**src/rtl/oled_spi_arbiter.sv**
```systemverilog
// Two-port arbiter in front of a single SPI byte sender for an OLED panel.
// Grants one requester per burst, drives D/C per burst and aborts on a stalled sender.
module oled_spi_arbiter #(
  parameter int ARB_MODE    = 0,
  parameter int TIMEOUT_CYC = 1024,
  parameter int TO_W        = 11
) (
  input  logic       CLK,
  input  logic       RST,
  input  logic       REQ0,
  input  logic       REQ1,
  input  logic [7:0] DATA0,
  input  logic [7:0] DATA1,
  input  logic       DC0,
  input  logic       DC1,
  input  logic       LAST0,
  input  logic       LAST1,
  output logic       ACK0,
  output logic       ACK1,
  output logic [1:0] GNT,
  output logic       BUSY,
  output logic       ERR,
  output logic       ERR_SRC,
  output logic       SPI_EN,
  output logic [7:0] SPI_DATA,
  input  logic       SPI_FIN,
  output logic       DC
);

  typedef enum logic [1:0] {IDLE, LOAD, SEND, RELEASE} state_t;

  localparam logic [TO_W-1:0] TO_LAST = TO_W'(TIMEOUT_CYC - 1);

  state_t          state_q, state_d;
  logic [1:0]      req, dc_in, last_in;
  logic [1:0][7:0] data_in;
  logic [1:0]      gnt_q, gnt_d, ack_q, ack_d;
  logic            sel_q, sel_d, last_q, last_d, rr_q, rr_d, pick;
  logic [TO_W-1:0] tcnt_q, tcnt_d;
  logic            busy_q, busy_d, err_q, err_d, src_q, src_d;
  logic            en_q, en_d, dc_q, dc_d;
  logic [7:0]      data_q, data_d;
  logic            to_hit, finish, abort;

  assign req     = {REQ1, REQ0};
  assign data_in = {DATA1, DATA0};
  assign dc_in   = {DC1, DC0};
  assign last_in = {LAST1, LAST0};

  // rr_q holds the last granted port; on a tie round-robin hands the grant to the other one
  always_comb begin
    if (ARB_MODE != 0 && req == 2'b11) pick = ~rr_q;
    else                               pick = ~req[0];
  end

  always_comb begin
    state_d = state_q;
    sel_d   = sel_q;
    last_d  = last_q;
    rr_d    = rr_q;
    tcnt_d  = tcnt_q;
    gnt_d   = gnt_q;
    busy_d  = busy_q;
    ack_d   = 2'b00;
    err_d   = 1'b0;
    src_d   = src_q;
    en_d    = en_q;
    data_d  = data_q;
    dc_d    = dc_q;
    to_hit  = (tcnt_q == TO_LAST);
    finish  = 1'b0;
    abort   = 1'b0;
    unique case (state_q)
      IDLE: begin
        if (|req) begin
          sel_d   = pick;
          gnt_d   = pick ? 2'b10 : 2'b01;
          busy_d  = 1'b1;
          state_d = LOAD;
        end
      end
      LOAD: begin
        // D/C only moves here, while the sender is still deselected
        data_d  = data_in[sel_q];
        dc_d    = dc_in[sel_q];
        last_d  = last_in[sel_q];
        en_d    = 1'b1;
        tcnt_d  = '0;
        state_d = SEND;
      end
      SEND: begin
        if (SPI_FIN) begin
          en_d        = 1'b0;
          ack_d[sel_q] = 1'b1;
          tcnt_d      = '0;
          state_d     = RELEASE;
        end else if (to_hit) begin
          abort = 1'b1;
        end else begin
          tcnt_d = tcnt_q + 1'b1;
        end
      end
      RELEASE: begin
        if (!SPI_FIN) begin
          if (last_q || !req[sel_q]) finish  = 1'b1;
          else                       state_d = LOAD;
        end else if (to_hit) begin
          abort = 1'b1;
        end else begin
          tcnt_d = tcnt_q + 1'b1;
        end
      end
      default: state_d = IDLE;
    endcase
    if (finish || abort) begin
      state_d = IDLE;
      gnt_d   = 2'b00;
      busy_d  = 1'b0;
      en_d    = 1'b0;
      rr_d    = sel_q;
    end
    if (abort) begin
      err_d = 1'b1;
      src_d = sel_q;
    end
  end

  always_ff @(posedge CLK or posedge RST) begin
    if (RST) begin
      state_q <= IDLE;
      sel_q   <= 1'b0;
      last_q  <= 1'b0;
      rr_q    <= 1'b1;
      tcnt_q  <= '0;
      gnt_q   <= 2'b00;
      busy_q  <= 1'b0;
      ack_q   <= 2'b00;
      err_q   <= 1'b0;
      src_q   <= 1'b0;
      en_q    <= 1'b0;
      data_q  <= 8'h00;
      dc_q    <= 1'b0;
    end else begin
      state_q <= state_d;
      sel_q   <= sel_d;
      last_q  <= last_d;
      rr_q    <= rr_d;
      tcnt_q  <= tcnt_d;
      gnt_q   <= gnt_d;
      busy_q  <= busy_d;
      ack_q   <= ack_d;
      err_q   <= err_d;
      src_q   <= src_d;
      en_q    <= en_d;
      data_q  <= data_d;
      dc_q    <= dc_d;
    end
  end

  assign ACK0     = ack_q[0];
  assign ACK1     = ack_q[1];
  assign GNT      = gnt_q;
  assign BUSY     = busy_q;
  assign ERR      = err_q;
  assign ERR_SRC  = src_q;
  assign SPI_EN   = en_q;
  assign SPI_DATA = data_q;
  assign DC       = dc_q;

endmodule
```
**config.mk**
```make
export PLATFORM = sky130hd
export DESIGN_NAME = oled_spi_arbiter
export DESIGN_NICKNAME = d
export VERILOG_FILES = /design/src/rtl/oled_spi_arbiter.sv
export SDC_FILE = /design/constraint.sdc
export NUM_CORES = 1
export LEC_CHECK = 0
export BUFFER_PORTS_ARGS = -buffer_cell sky130_fd_sc_hd__buf_4
export CORE_UTILIZATION = 39
export DETAILED_ROUTE_END_ITERATION = 8
export PLACE_DENSITY = 0.69
export SLEW_MARGIN = 20
export SYNTH_ARGS = -nofsm -noshare
export SYNTH_HDL_FRONTEND = slang
export SYNTH_SLANG_ARGS = --single-unit
```
**constraint.sdc**
```tcl
create_clock -name CLK -period 5.5 [get_ports CLK]
set_clock_uncertainty 0.2 [all_clocks]
set_input_delay 0.275 -clock CLK [delete_from_list [all_inputs] [get_ports CLK]]
set_output_delay 0.275 -clock CLK [all_outputs]
set_load 0.01 [all_outputs]
```
==> After elaboration in Yosys (flattened, before gate mapping) <==
Index checks and enable logic that the tools add are counted.
W data, S select, Z words.
{ "word_totals": {"elab_cells": 80, "output_inout_bits": 17, "reg_bits": 32, "inputBits": 25} }
{ "op_classes": {"n_reduce_logical": 15, "bitwise_logic": 1, "magnitude_cmp": 2, "eq_ne": 9, "n_addsub": 1, "n_mux": 40} }
{ "ops": {"columns": ["cell", "count"], "rows": [
  ["$mux W11", 3],
  ["$pmux W11 S3", 1],
  ["$mux W2", 11],
  ["$mux W1", 19],
  ["$mux W8", 2],
  ["$ne A3 B3 Y1 const B", 4],
  ["$add A11 B1 Y11 const B", 1],
  ["$eq A11 B10 Y1 const B", 1],
  ["$pmux W2 S4", 1],
  ["$reduce_and A2 Y1", 4],
  ["$reduce_bool A3 Y1", 2],
  ["$eq A2 B2 Y1 const B", 2],
  ["$pmux W1 S2", 2],
  ["$reduce_and A4 Y1", 1],
  ["$reduce_bool A2 Y1", 2],
  ["$eq A2 B1 Y1 const B", 1],
  ["$logic_not A2 Y1", 1],
  ["$logic_or A1 B1 Y1", 2],
  ["$lt A1 B2 Y1 const B", 1],
  ["$ne A2 B2 Y1 const B", 1],
  ["$reduce_or A2 Y1", 1],
  ["$demux W1 S1", 1],
  ["$ge A1 B1 Y1 const B", 1],
  ["$logic_and A1 B1 Y1", 1],
  ["2 further kinds", 2]
]} }

==> Longest topological paths before layout <==
Gate-level depths: netlist of the first run.
{ "depth": {"word_depth": 10, "depth_mapped": 6, "mapped_depth_nobuf": 6} }

==> Worst setup path after synthesis of the first run <==
Ideal clock, no wire load.
{ "synth_timing": {"path_kind": "register -> register", "start": "register state_q[0]", "end": "register state_q[0]", "period_less_slack_ns": 1.952, "required_ns": 5.199, "setup_ns": 0.101, "path_stages_with_launch": 7, "path_buffers": 0, "t_arrival_ns": 1.651, "slack_ns": 3.548, "path_cell_list": "dfrtp_1 inv_1 ha_1 nor2b_1 a2111o_1 or2_2 o32ai_1"} }
{ "synth_via": {"elab_chain_cells": 5, "word_cells_on_any_way": 14, "cone_classes": "7 x eq/ne; 4 x mux; 3 x reduce/logical"} }
{ "synth_rtl": {"columns": ["item", "line", "rtl"], "rows": [
  ["start: declaration", "34", "state_t state_q, state_d;"],
  ["start signal: assignment", "144", "state_q <= state_d;"],
  ["$eq A2 B2 Y1", "73", "unique case (state_q)"],
  ["$pmux W1 S2 / $mux W1 (equally long branches)", "73", null],
  ["$logic_or A1 B1 Y1", "115", "if (finish || abort) begin"],
  ["$ne A3 B3 Y1 (no source line)", null, null],
  ["$reduce_and A4 Y1 (no source line)", null, null]
]} }
Parallel ways exist; a longest one is shown, timed or not.
A chain may end at the register's enable or synchronous reset.

==> Worst setup path after layout of the first run <==
{ "layout_timing": {"start": "register sel_q", "end": "register state_q[1]"} }
{ "layout_via": {"elab_chain_cells": 10, "word_cells_on_any_way": 14, "cone_classes": "4 x eq/ne; 6 x mux; 4 x reduce/logical"} }
{ "layout_rtl": {"columns": ["item", "line", "rtl"], "rows": [
  ["start: declaration", "38", "logic sel_q, sel_d, last_q, last_d, rr_q, rr_d, pick;"],
  ["start signal: assignment", "145", "sel_q <= sel_d;"],
  ["$mux W1 (not written as such) * (2 in a row)", "105", "if (last_q || !req[sel_q]) finish = 1'b1;"],
  ["$logic_not A1 Y1 *", "105", null],
  ["$logic_or A1 B1 Y1 *", "105", null],
  ["$mux W1", "105", null],
  ["$mux W1", "104", "if (!SPI_FIN) begin"],
  ["$mux W1", "73", null],
  ["$logic_or A1 B1 Y1", "115", null],
  ["$ne A3 B3 Y1 (no source line)", null, null],
  ["$reduce_and A4 Y1 (no source line)", null, null]
]} }
Every way passes the cells marked *; elsewhere a longest branch is shown, timed or not. The select of a mux whose other input is x is not followed.

==> reports/results.txt, run 1 <==
Synth Area in Compound Gates = 0.176
Crit path required time = 5.48 ns
Initial DRC count = 58
Htree depth = 2
Reg2reg end = state_q[1]
Hold Path Cell Cnt = 2
DRC viols = 0
Final-report hold violation count = 0
PD cells = 499 mW/mm^2
Yosys warnings = 0
Layout cells sized above 1 = 0.273
Yosys reg bits = 32
Min-delay src = REQ0
Post-Synthesis Cell Area = 0.00164 mm^2
Yosys cell types = 40
Post-Synth Adder-Cell Area = 0.0382
Crit. End Element = flip-flop
Root Driver = clkbuf_8
Setup violators final = 0
Die Ht = 66.8 um
Vias in the first global route = 1259
Dominant cell type by area after synthesis = dfrtp_1
Post-CTS sizing = 0
I/O Pins = 42
Cells after Synth = 160
Initial antenna violation count = 0
Post-synthesis mux area share = 0.0931
Simple-gate share of the synthesized area = 0.164
DP Worst Slack = 3.27 ns
GR Util All Layers = 0.168
First-pass GRT wire length = 5460 um
Reg-to-Reg Start = sel_q
Maximum vdd drop = 188 uV
P&R area growth vs syn = 27.4%
Syn avg cell area = 10.2 um^2
WL/cell = 12.7 um
Max-slew violations = 0
Fmax = 450 MHz
Register area share after synthesis = 0.489
CTS tree = built
Critical Path Start = sel_q
Inserted Clock Buffers = 5
PortBufs = 41
Worst-margin pin slew = 0.886 ns
Largest family of logic cells by synthesized area = compound AO/OA/AOI/OAI gates
Postcts setup bufs = 0
Row count = 23
Total grt overflow = 0
Hold endpoint = sel_q
Xor-xnor portion of the synthesized cell area = 0.0107
CP Max Fanout = 15
Worst-path clk slew = 0.06 ns
Setup TNS = 0 ns
Clock latency on the worst-skew pair = 0.28 ns
Hold Path Class = in2reg
N_diodes = 0
Worst Slack Setup Final = 3.28 ns
WHS = 0.0130 ns
Fillers = 395
CP arrival = 2.20 ns
Largest net degree at the start of global routing = 33
DRT Wirelength = 3250 um
Crit path kind = reg2reg
Status = complete, no violations
R2R Setup Slk = 3.28 ns
Max-Cap Viols = 0
Antenna-violating nets left = 0
Maximum buffer depth of the clock tree = 2
Critical Path Source Type = flip-flop
Clock sinks = 32
TritonRoute pass-1 iters = 4
Relative slew slack = 0.405
Fin crit share = 0.404
R2R cell count = 4
Fin crit period = 2.22 ns
Die width = 66.8 um
Detail Placement HPWL = 2390 um
Leak Pwr = 0.994 nW
Vias per Instance = 5.20
Routability Congestion = 0.752
Nets = 234
Synth Net Count = 190
Share of Yosys cell area claimed by the top area cell type = 0.489
Synth top area cells = dfrtp_1 (49%), mux2i_1 (7.9%), a21oi_1 (6.7%)
Full die area = 0.00447 mm^2
Routed vias = 1326
Core box area = 0.00403 mm^2
Initial cell density of the core = 0.407
RSZ-0062 raised after global routing = no
[metrics by stage]
step	std cells	util	instance area, um^2	total power [mW]
final	255	0.518	2090	1.04
after global routing	255	0.518	2090	1.14
after CTS	255	0.518	2090	1.06
after detailed placement	246	0.493	1990	0.870
after global placement	246	0.493	1990	0.857
after floorplan	160	-	1640	0.712
[per-layer routing]
layer / vias to the layer above / part of all wire / global-route usage
li1: 670 / - / -
met1: 610 / 0.46 / 0.205
met2: 36 / 0.45 / 0.269
met3: 10 / 0.068 / 0.0445
met4: 0 / 0.018 / 0.0851
met5: - / 0 / 0
[flip-flops by register name, summed over array words and instances, names as in the netlist]
signal    count
BUSY          1
DC            1
ERR           1
ERR_SRC       1
GNT           2
SPI_DATA      8
SPI_EN        1
ack_q         2
last_q        1
sel_q         1
state_q       2
tcnt_q       11
[how the worst max path moves through the flow]
stage            endpoint  slack (ns)
5_1_grt        state_q[1]        3.13
3_3_place_gp   state_q[1]        3.33
2_1_floorplan  state_q[0]        3.55
4_1_cts        state_q[1]        3.26
6_report       state_q[1]        3.28
3_5_place_dp   state_q[1]        3.27
[power breakdown]
group          internal (mW)  total, mW  switching, mW
Clock                  0.102      0.181         0.0788
Combinational          0.227      0.481          0.254
Sequential             0.311      0.381         0.0694
Total                  0.640       1.04          0.402
[layout by cell type (no fill, tap or decap), types with 5 or more instances in the layout]
cell type / Yosys / layout
mux2i_1: 13 / 13
o21ai_0: 7 / 7
buf_4: 1 / 42
clkbuf_8: 0 / 6
or3_1: 5 / 5
ha_1: 5 / 5
dfrtp_1: 32 / 32
inv_1: 5 / 5
a21oi_1: 22 / 22
nand2_1: 5 / 5
nor2_1: 18 / 18
[worst max-delay path: stages, from the launching register on]
cell      delay, ns
dfrtp_1        0.77
mux2i_1        0.18
a2111o_1       0.45
or2_2          0.28
o32ai_1        0.23
[Yosys cell counts]
| library cell | count |
|---|---|
| buf_4 | 1 |
| o21a_1 | 1 |
| or4_4 | 1 |
| a22oi_1 | 1 |
| and3_1 | 2 |
| a2111o_1 | 1 |
| nand4_1 | 1 |
| o31ai_2 | 1 |
| buf_2 | 2 |
| nand4_4 | 1 |
| o311ai_0 | 1 |
| mux2i_1 | 13 |
| nor2_1 | 18 |
| dfrtp_1 | 32 |
| and2_1 | 1 |
| ha_1 | 5 |
| a21oi_1 | 22 |
| a211oi_1 | 1 |
| and4_1 | 1 |
| o311a_1 | 1 |
| o21ai_0 | 7 |
| a31oi_1 | 3 |
| nor3b_1 | 1 |
| mux2_2 | 2 |
| or4_1 | 1 |
| clkbuf_1 | 3 |
| inv_1 | 5 |
| a22o_1 | 2 |
| o31ai_1 | 1 |
| or2_2 | 2 |
| o21ba_2 | 1 |
| nand3b_1 | 1 |
| a21o_1 | 1 |
| nand2_1 | 5 |
| nor3_1 | 1 |
| nor2b_1 | 4 |
| xor2_1 | 2 |
| or3_1 | 5 |
| nand3_1 | 4 |
| o32ai_1 | 2 |
[logic make-up after synthesis]
kind of cell / count (synthesis)
simple gates: 49
compound gates: 46
flops: 32
mux: 15
buf+inv: 11
fa+ha+maj: 5
xor+xnor: 2
[what timing repair did]
action                                 CTS  global route
hold buffers                             1             0
setup endpoints to repair                0             0
endpoints found under the hold margin   32             0
[area by class of cell]
class | count | area (um^2) | share of cell area
Clock buffer | 8 | 90.1 | 0.0431
Inverter | 5 | 18.8 | 0.00899
Multi-Input combinational cell | 117 | 791 | 0.379
Sequential cell | 32 | 801 | 0.383
Tap cell | 50 | 62.6 | 0.0300
Timing Repair Buffer | 43 | 325 | 0.156
No activity file was read; power rests on OpenSTA's default activity.
==> run 2: changes to the inputs <==
- clock period: 5.5 -> 2.32 ns (I/O delays scaled with it)
==> run 2 against run 1 <==
Sequential share of layout area shrank 4.1 points. Power grew to 2.6 times the previous value. Count of clock-buffer cells in the layout is the same. Critical path type unchanged. Worst setup slack lost 3.1 ns. Critical endpoint is now state_q[0]. Via count grew 8.5%.
==> reports/results.txt, run 2 (same netlist as run 1, synthesis figures left out) <==
Routed vias = 1439
P&R area growth vs syn = 42.8%
Max-slew violations = 0
Largest register FFs = 11
Hold Path Class = in2async
Worst-path clk slew = 0.06 ns
Final instance area = 0.00234 mm^2
Setup violators final = 0
Largest net degree at the start of global routing = 33
Nets = 260
Internal = 1.65 mW
Initial DRC count = 98
Initial antenna violation count = 0
Setup TNS = 0 ns
Fmax = 459 MHz
Sw Share = 0.382
Relative slew slack = 0.539
Clock latency on the worst-skew pair = 0.28 ns
WL/cell = 13.8 um
Fin crit period = 2.18 ns
Die width = 66.8 um
DRT Wirelength = 3880 um
Final-report hold violation count = 0
Critical Path Source Type = flip-flop
Reg-to-Reg Start = state_q[0]
Postcts setup bufs = 0
Core box area = 0.00403 mm^2
PortBufs = 41
Worst-margin pin slew = 0.692 ns
DRC viols = 0
Inserted Clock Buffers = 5
First-pass GRT wire length = 6350 um
Most frequent cells in the layout = buf_4 (45), dfrtp_1 (32), dlygate4sd3_1 (24)
Core Util, Final = 0.581
Crit path required time = 2.27 ns
Post-place instance area = 0.00201 mm^2
Max-Cap Viols = 0
Part of the power in the clock network = 0.164
Post-CTS sizing = 0
Status = complete, no violations
Total grt overflow = 0
Crit path kind = reg2reg
Comb pwr share = 0.511
Maximum buffer depth of the clock tree = 2
Layout cells sized above 1 = 0.255
Most common cell after layout, fill and taps aside = buf_4
Full die area = 0.00447 mm^2
TritonRoute pass-1 iters = 4
Initial cell density of the core = 0.407
CTS tree = built
Clock sinks = 32
Vias in the first global route = 1497
GR Util All Layers = 0.193
Vias per Instance = 5.12
Root Driver = clkbuf_8
Fin crit share = 0.940
Leak Pwr = 1.10 nW
PD cells = 1140 mW/mm^2
Crit. End Element = flip-flop
I/O Pins = 42
Die Ht = 66.8 um
Sequential Power Share = 0.324
RSZ-0062 raised after global routing = no
Detail Placement HPWL = 2490 um
Switching power = 1.02 mW
Top reg by flops = tcnt_q
Htree depth = 2
CP Max Fanout = 10
Maximum vdd drop = 354 uV
CP arrival = 2.13 ns
Critical Path Start = state_q[0]
N_diodes = 0
Row count = 23
Routability Congestion = 0.827
Antenna-violating nets left = 0
run 2: cell types whose count changed in the layout (fill, tap and decap cells not counted):
cell,change
dlygate4sd3_1,+23
buf_4,+3
run 2: stage by stage:
step           hold slack [ns]  power, mW  std cells  setup WS, ns
2_1_floorplan          0.00585       1.69        160         0.368
3_3_place_gp            0.0292       2.10        249         0.237
3_5_place_dp            0.0388       2.14        249         0.164
4_1_cts                  0.283       2.68        281         0.154
5_1_grt                  0.300       2.88        281        0.0243
6_report                 0.282       2.67        281         0.140
run 2: worst paths after layout:
| check | slack (ns) | cells after the start | to |
|---|---|---|---|
| setup / recovery | 0.14 | 5 | state_q[0] |
| hold / removal | 0.28 | 4 | tcnt_q[0] |
| setup reg to reg | 0.14 | 5 | state_q[0] |
| hold reg to reg | 0.28 | 1 | tcnt_q[10] |
| max in group asynchronous | 1.33 | 4 | ERR |
| min in group CLK | 0.28 | 1 | tcnt_q[10] |
run 2: routing by layer:
metal / vias to the layer above / routed length [um] / track usage
li1: 720 / - / -
met1: 674 / 1690 / 0.206
met2: 38 / 1920 / 0.348
met3: 7 / 205 / 0.0565
met4: 0 / 68 / 0.0851
met5: - / 0 / 0
run 2: area by class of cell:
class                   count  area, um^2
multi-input cells         117         791
well taps                  50        62.6
fillers                   352        1690
inverters                   5        18.8
clock buffers               8        90.1
flip-flops and latches     32         801
repair buffers             69         578
run 2: what timing repair did:
action,in CTS,in global routing
hold buffers,24,0
hold endpoints to repair,48,0
setup endpoints to repair,0,0
run 2: power by group through the flow:
stage          Sequential (mW)  Combinational (mW)  Clock, mW
6_report                 0.865                1.36      0.438
5_1_grt                  0.887                1.52      0.472
4_1_cts                  0.862                1.36      0.457
3_5_place_dp             0.872                1.26          0
3_3_place_gp             0.860                1.24          0
2_1_floorplan            0.903               0.785          0
run 2: worst max-delay path, cell delays in order (launching register included):
cell     delay (ns)
dfrtp_1        0.38
ha_1           0.35
mux2i_1        0.22
or4_4          0.53
a31oi_1        0.24
o32ai_1        0.13
==> run 3: changes to the inputs <==
- clock period: 2.32 -> 2.3 ns (I/O delays scaled with it)
==> run 3 against run 2 <==
Sequential power rose by 0.7%. Final cell count fell by 0.36%. Combinational power barely moved. Die area did not move. Global-route usage rose by 0.36 points. Sequential share of layout area fell by 0.091 points. Worst hold slack got worse by 0.016 ns. Count of clock-buffer cells in the layout fell by 1. Critical endpoint unchanged. Critical path type unchanged. Via count rose by 1.9%. Non-clock buffer count did not move. Sequential cell count did not move. Maximum frequency barely moved.
==> reports/results.txt, run 3 (same netlist as run 1, synthesis figures left out) <==
Initial antenna violation count = 0
Maximum vdd drop = 473 uV
Die Ht = 66.8 um
Full die area = 0.00447 mm^2
Status = complete, no violations
Root Driver = clkbuf_8
Post-place instance area = 0.00201 mm^2
Most common cell after layout, fill and taps aside = buf_4
Post-CTS sizing = 0
Vias per Instance = 5.24
Crit path kind = reg2reg
RSZ-0062 raised after global routing = no
PortBufs = 41
Fin crit share = 0.948
Relative slew slack = 0.524
Clock latency on the worst-skew pair = 0.28 ns
Max-slew violations = 0
Clock sinks = 32
CP arrival = 2.14 ns
Most frequent cells in the layout = buf_4 (45), dfrtp_1 (32), dlygate4sd3_1 (24)
Max-Cap Viols = 0
Maximum buffer depth of the clock tree = 2
P&R area growth vs syn = 43.2%
Final instance area = 0.00235 mm^2
Critical Path Source Type = flip-flop
Die width = 66.8 um
Setup violators final = 0
N_diodes = 0
Largest net degree at the start of global routing = 33
Total grt overflow = 0
Hold Path Class = in2async
First-pass GRT wire length = 6580 um
WL/cell = 13.5 um
Setup TNS = 0 ns
Fillers = 355
Detail Placement HPWL = 2510 um
CP Max Fanout = 10
Initial cell density of the core = 0.407
Routed vias = 1466
Vias in the first global route = 1506
PD cells = 1160 mW/mm^2
Layout cells sized above 1 = 0.261
I/O Pins = 42
Core box area = 0.00403 mm^2
Antenna-violating nets left = 0
Reg2reg end = state_q[0]
Reg-to-Reg Start = state_q[0]
DRT Wirelength = 3780 um
TritonRoute pass-1 iters = 4
Fmax = 459 MHz
R2R Setup Slk = 0.12 ns
Row count = 23
Crit. End Element = flip-flop
CTS tree = built
Htree depth = 2
Worst-path clk slew = 0.06 ns
Crit path required time = 2.26 ns
R2R cell count = 5
DRC viols = 0
Leak Pwr = 1.11 nW
Final-report hold violation count = 0
Worst-margin pin slew = 0.714 ns
Inserted Clock Buffers = 5
Top reg by flops = tcnt_q
Largest register FFs = 11
Initial DRC count = 75
Routability Congestion = 0.828
Nets = 260
Fin crit period = 2.18 ns
GR Util All Layers = 0.197
-- run 3: cell type report --
| class | instances | area, um^2 | share of cell area |
|---|---|---|---|
| inverter | 5 | 18.8 | 0.00800 |
| clock buffer | 7 | 96.3 | 0.0410 |
| sequential | 32 | 801 | 0.341 |
| tap | 50 | 62.6 | 0.0267 |
| multi-input combinational | 117 | 791 | 0.337 |
| timing repair buffer | 69 | 578 | 0.246 |
-- run 3: worst max-delay path, stage by stage (launching register included) --
cell and delay, ns:
dfrtp_1 0.38, ha_1 0.35, mux2i_1 0.22, or4_4 0.53
a31oi_1 0.24, o32ai_1 0.13
-- run 3: how the worst max path moves through the flow --
stage                             to  cells after the start  startpoint
final                     state_q[0]                      5  state_q[0]
after global routing      state_q[0]                      5  state_q[0]
after CTS                 state_q[0]                      5  state_q[0]
after detailed placement  state_q[0]                      5  state_q[0]
after global placement    state_q[1]                      5  state_q[0]
after floorplan           state_q[0]                      6  state_q[0]
-- run 3: repair_timing --
| action | 4_1_cts | 5_1_grt |
|---|---|---|
| hold buffers | 24 | 0 |
| endpoints found under the setup margin | 0 | 0 |
| setup buffers | 0 | 0 |
| hold endpoints to repair | 48 | 0 |
-- run 3: metal layers --
layer  track usage  vias up  part of all wire
met4        0.0612        0             0.017
met5             0        -                 0
li1              -      720                 -
met2         0.354       44              0.48
met3        0.0565        7             0.061
met1         0.222      695              0.44
-- run 3: through the flow --
stage               utilization  hold slack, ns  setup slack, ns  power [mW]  std cells
detailed placement        0.499          0.0326            0.148        2.16        249
global route              0.583           0.304           0.0160        2.95        280
finish                    0.583           0.266            0.120        2.71        280
CTS                       0.583           0.288            0.136        2.72        280
floorplan                     -         0.00485            0.348        1.70        160
global placement          0.499          0.0281            0.218        2.12        249
-- run 3: power breakdown --
group	total [mW]	internal, mW	switching (mW)	leakage [nW]
combinational	1.38	0.673	0.706	0.662
clock	0.464	0.266	0.198	0.0503
sequential	0.871	0.746	0.125	0.398
